===== config.mk =====
export PLATFORM = sky130hd
export DESIGN_NAME = piso_25inputs_serializer
export DESIGN_NICKNAME = d
export VERILOG_FILES = /design/src/rtl/piso_25inputs_serializer.sv
export SDC_FILE = /design/constraint.sdc
export NUM_CORES = 2
export LEC_CHECK = 0
export BUFFER_PORTS_ARGS = -buffer_cell sky130_fd_sc_hd__buf_2
export CAP_MARGIN = 15
export CORE_AREA = 8 8 327 329
export CTS_CLUSTER_SIZE = 28
export DETAILED_ROUTE_END_ITERATION = 12
export DIE_AREA = 0 0 335 337
export GPL_ROUTABILITY_DRIVEN = 0
export PLACE_DENSITY_LB_ADDON = 0.1
export SYNTH_ARGS = -nofsm -noshare
export SYNTH_HDL_FRONTEND = slang
export SYNTH_SLANG_ARGS = --single-unit

===== constraint.sdc =====
create_clock -name clk -period 1.8 [get_ports clk]
set_input_delay 0.27 -clock clk [delete_from_list [all_inputs] [get_ports clk]]
set_output_delay 0.27 -clock clk [all_outputs]
set_load 0.05 [all_outputs]

===== src/rtl/piso_25inputs_serializer.sv =====
// rtl/piso_25inputs_serializer.sv - parallel-in/serial-out serializer for one KERNAL_SIZE x KERNAL_SIZE window
// Optional macro PISO_BACK_TO_BACK_EN: accept the next window on the edge that transfers the last beat.
module piso_25inputs_serializer #(
   parameter int DATA_WIDTH  = 32,
   parameter int KERNAL_SIZE = 5,
   parameter int FIFO_SIZE   = KERNAL_SIZE * KERNAL_SIZE
) (
   input  logic                            clk,
   input  logic                            reset,
   input  logic                            load_valid,
   output logic                            load_ready,
   input  logic [DATA_WIDTH*FIFO_SIZE-1:0] data_in,
   output logic                            out_valid,
   input  logic                            out_ready,
   output logic [DATA_WIDTH-1:0]           out_data,
   output logic                            out_last,
   output logic [$clog2(FIFO_SIZE)-1:0]    out_index,
   output logic                            busy
);
   localparam int IDX_W = $clog2(FIFO_SIZE);
   localparam logic [IDX_W-1:0] LAST_IDX = IDX_W'(FIFO_SIZE - 1);

   typedef enum logic {IDLE, SHIFT} state_t;

   state_t                state_q, state_d;
   logic [DATA_WIDTH-1:0] sr_q [FIFO_SIZE];
   logic [DATA_WIDTH-1:0] sr_d [FIFO_SIZE];
   logic [IDX_W-1:0]      idx_q, idx_d;
   logic                  load_fire;
   logic                  beat_fire;

   assign out_valid = (state_q == SHIFT);
   assign busy      = (state_q == SHIFT);
   assign out_data  = sr_q[0];
   assign out_index = idx_q;
   assign out_last  = (idx_q == LAST_IDX);

`ifdef PISO_BACK_TO_BACK_EN
   assign load_ready = (state_q == IDLE) || (out_valid && out_last && out_ready);
`else
   assign load_ready = (state_q == IDLE);
`endif

   assign load_fire = load_valid && load_ready;
   assign beat_fire = out_valid && out_ready;

   // A load on the last-beat edge overrides the shift, so it is applied after it.
   always_comb begin
      state_d = state_q;
      idx_d   = idx_q;
      for (int i = 0; i < FIFO_SIZE; i++) begin
         sr_d[i] = sr_q[i];
      end
      if (beat_fire) begin
         for (int i = 0; i < FIFO_SIZE - 1; i++) begin
            sr_d[i] = sr_q[i+1];
         end
         sr_d[FIFO_SIZE-1] = '0;
         if (out_last) begin
            state_d = IDLE;
            idx_d   = '0;
         end else begin
            idx_d = idx_q + IDX_W'(1);
         end
      end
      if (load_fire) begin
         for (int i = 0; i < FIFO_SIZE; i++) begin
            sr_d[i] = data_in[DATA_WIDTH*i +: DATA_WIDTH];
         end
         idx_d   = '0;
         state_d = SHIFT;
      end
   end

   always_ff @(posedge clk) begin
      if (reset) begin
         state_q <= IDLE;
         idx_q   <= '0;
         for (int i = 0; i < FIFO_SIZE; i++) begin
            sr_q[i] <= '0;
         end
      end else begin
         state_q <= state_d;
         idx_q   <= idx_d;
         for (int i = 0; i < FIFO_SIZE; i++) begin
            sr_q[i] <= sr_d[i];
         end
      end
   end

endmodule


==> impl_metrics.ini <==
[clock_tree]
ctsLongestPathBuffers = 3
clock-sinks = 806
htreeDepth = 3
cts_root_buf = clkbuf_16
numCtsBuffers = 93
cts.reportedPaths.clkPinSlew_ns = 0.06
cts_tree = built
clock_latency_ns = 0.67

[global_routing]
grt_pass1_wl_um = 232000
grt_usage_pct = 26.1
grt_pass1_vias = 38900
antenna_found_initial = 26
grt_overflow = 0
grt_max_degree = 89

[routing]
drt-met1-wl_um = 65300
ant_nets = 0
dr.pass1.iters = 6
drtIter0Drc = 3155
vias_per_cell = 5.17
drc = 0
wirelength_um = 156000
dr_wl_met3_um = 9100
dr.max_layer_used = met5
routed-via-count = 38400
wl_per_cell_um = 20.9
dr_wl_met2_um = 72900

[synth]
synth-async-reset-ratio_pct = 0
ys_warn_count = 0
synthCells = 4477
yosys_register_bits = 806
avgSynthCellArea_um2 = 7.43
synth_cell_types = 25
yosysSeqAreaShare_pct = 48.5
synth_nets = 5283
synth_edf_count = 0
syn_area_mm2 = 0.0332
synthFlopType = dfxtp_1

[placement]
post-place-ws_ns = 0.134
placed_cells = 6445
hpwl_um = 111000
io_buffers = 844

[timing]
maxSlewViolCount = 0
skew_ns = 0.00947
fin_ws_ns = -0.141
max_slew_margin_pct = 68.2
hold_ws_ns = 0.0915
setup_viol = 1
rsz0062_at_grt = yes
hold_viol = 0
fin_crit_ns = 1.94
period_share_pct = 108
fmax_mhz = 515
worst_pin_slew_ns = 0.477

[pwr]
ir_drop_mv = 0.671
power_mw = 47.5
static-leakage-power_nw = 20.5
power.density_mw_per_mm2 = 930

[floorplan]
fp.dieArea_mm2 = 0.113
ioPinCount = 845
start_util_pct = 32.8
die_y_um = 337
rows = 117
fp.dieW_um = 335
core_mm2 = 0.101

[cells_and_area]
drive_gt1_share_pct = 20.4
utilization_pct = 50.4
area_growth_pct = 53.6
multi_input_area_mm2 = 0.0150
nets = 6784
stdcell_count = 7440
regArea_mm2 = 0.0161
fillers = 9764

[worst_setup_path]
cp-end-kind = output pin
critPathTopFamily = buffers and inverters
worstPathArrival_ns = 1.67
worstPathRequired_ns = 1.53
slowest_stage = dfxtp_4
path_max_fanout = 2
cp_cell_sequence = inv_4 > ha_4 > nand4b_1 > buf_6 > inv_4 > buf_12
crit_type = reg2out
cp_num_buf_inv = 4
critPathLaunchType = register
cpMostUsedCell = inv_4
cpPeakStageDelay_ns = 0.35

[run]
drv_cap = 0

[status]
violations = negative setup slack
status = finished, violations left

[hold_path]
hold_path.class = in2reg
==> cell families (layout without fill, tap and decap cells) <==
group,count (synthesis),after routing,synth area share [%]
DFF,806,806,48.5
other,0,24,0
AOI/OAI and AO/OA,1573,1573,26.6
buffers and inverters,476,2047,6.41
and+or+nand+nor,1617,1617,18.3
adders and majority gates,2,2,0.0753
xor gates and xnor gates,2,2,0.0527
muxes,1,1,0.0301
==> sequential cells by signal, summed over array words and instances (netlist names) <==
signal / cells
busy: 1
out_index: 5
sr_q: 800
==> layout by cell type (no fill, tap or decap), drive strengths merged <==
master       instances
nor3                 2
nand2             1603
ha                   2
nand4b               1
buf               1074
inv                  5
clkbuf             146
nor2                 4
xor2                 1
nand3                2
nand2b               1
bufinv               5
mux2i                1
diode               24
and2                 1
clkinv              13
dfxtp              806
dlygate4sd3        802
o21ai              770
a21oi               34
o211ai               1
xnor2                1
or3                  2
clkinvlp             2
a31oi              768
nor2b                1
==> layer usage <==
layer  vias to the layer above  track usage, %
met5                         -               0
met4                        10            13.0
met3                       412            4.89
met2                      1411            43.2
met1                     18100            32.5
li1                      18500               -
==> power by group <==
| group | leakage [nW] | total (mW) | internal [mW] | switching [mW] |
|---|---|---|---|---|
| Combinational | 12.3 | 7.77 | 3.61 | 4.17 |
| Clock | 1.55 | 19.5 | 11.7 | 7.78 |
| Sequential | 6.66 | 20.2 | 19.3 | 0.920 |
==> synth_stat cells (2+ instances only) <==
master	n	share of area [%]
nand2_1	1603	18
dfxtp_1	806	49
o21ai_0	769	12
a31oi_1	768	14
clkbuf_1	257	2.9
buf_2	154	2.3
buf_4	38	0.86
a21oi_1	34	0.51
buf_1	21	0.24
inv_1	5	0.056
nor2_1	4	0.045
ha_1	2	0.075
nand3_1	2	0.030
nor3_1	2	0.030
or3_1	2	0.038
==> through the flow <==
step / setup TNS, ns / area [µm²]
2_1_floorplan: 0 / 33200
5_1_grt: -0.233 / 51100
4_1_cts: -0.176 / 51000
3_5_place_dp: 0 / 39800
6_report: -0.141 / 51100
3_3_place_gp: 0 / 39800
==> worst register-to-register path: stages, from the launching register on <==
cell and delay [ns]:
dfxtp_4 0.36, nand2_4 0.15, buf_12 0.24, buf_12 0.28, buf_4 0.26, o21ai_0 0.11, a31oi_1 0.15
==> area by class of cell <==
| cell class | count | area share, % |
|---|---|---|
| multi-input cells | 3195 | 29.4 |
| well taps | 1368 | 3.35 |
| inverters | 5 | 0.0612 |
| repair buffers | 1877 | 29.3 |
| clock inverters | 20 | 0.458 |
| flip-flops and latches | 806 | 31.6 |
| clock buffers | 145 | 5.67 |
| diodes | 24 | 0.118 |
==> final timing paths <==
path	from	end	slack [ns]	cells after the start
hold / removal	out_ready	out_index[2]	0.09	4
setup / recovery	out_index[0]	out_last	-0.14	6
hold reg to reg	sr_q[1][279]	sr_q[1][279]	0.46	2
setup reg to reg	busy	sr_q[1][114]	0.18	6
==> repair_timing <==
action / in CTS / in global routing
setup endpoints to repair: 4 / 2
hold buffers: 802 / 0
resized for setup: 13 / 3
endpoints found under the hold margin: 802 / 0
pin swaps: 1 / 1
buffers inserted: 4 / 0
(Power assumes the default switching activity.)
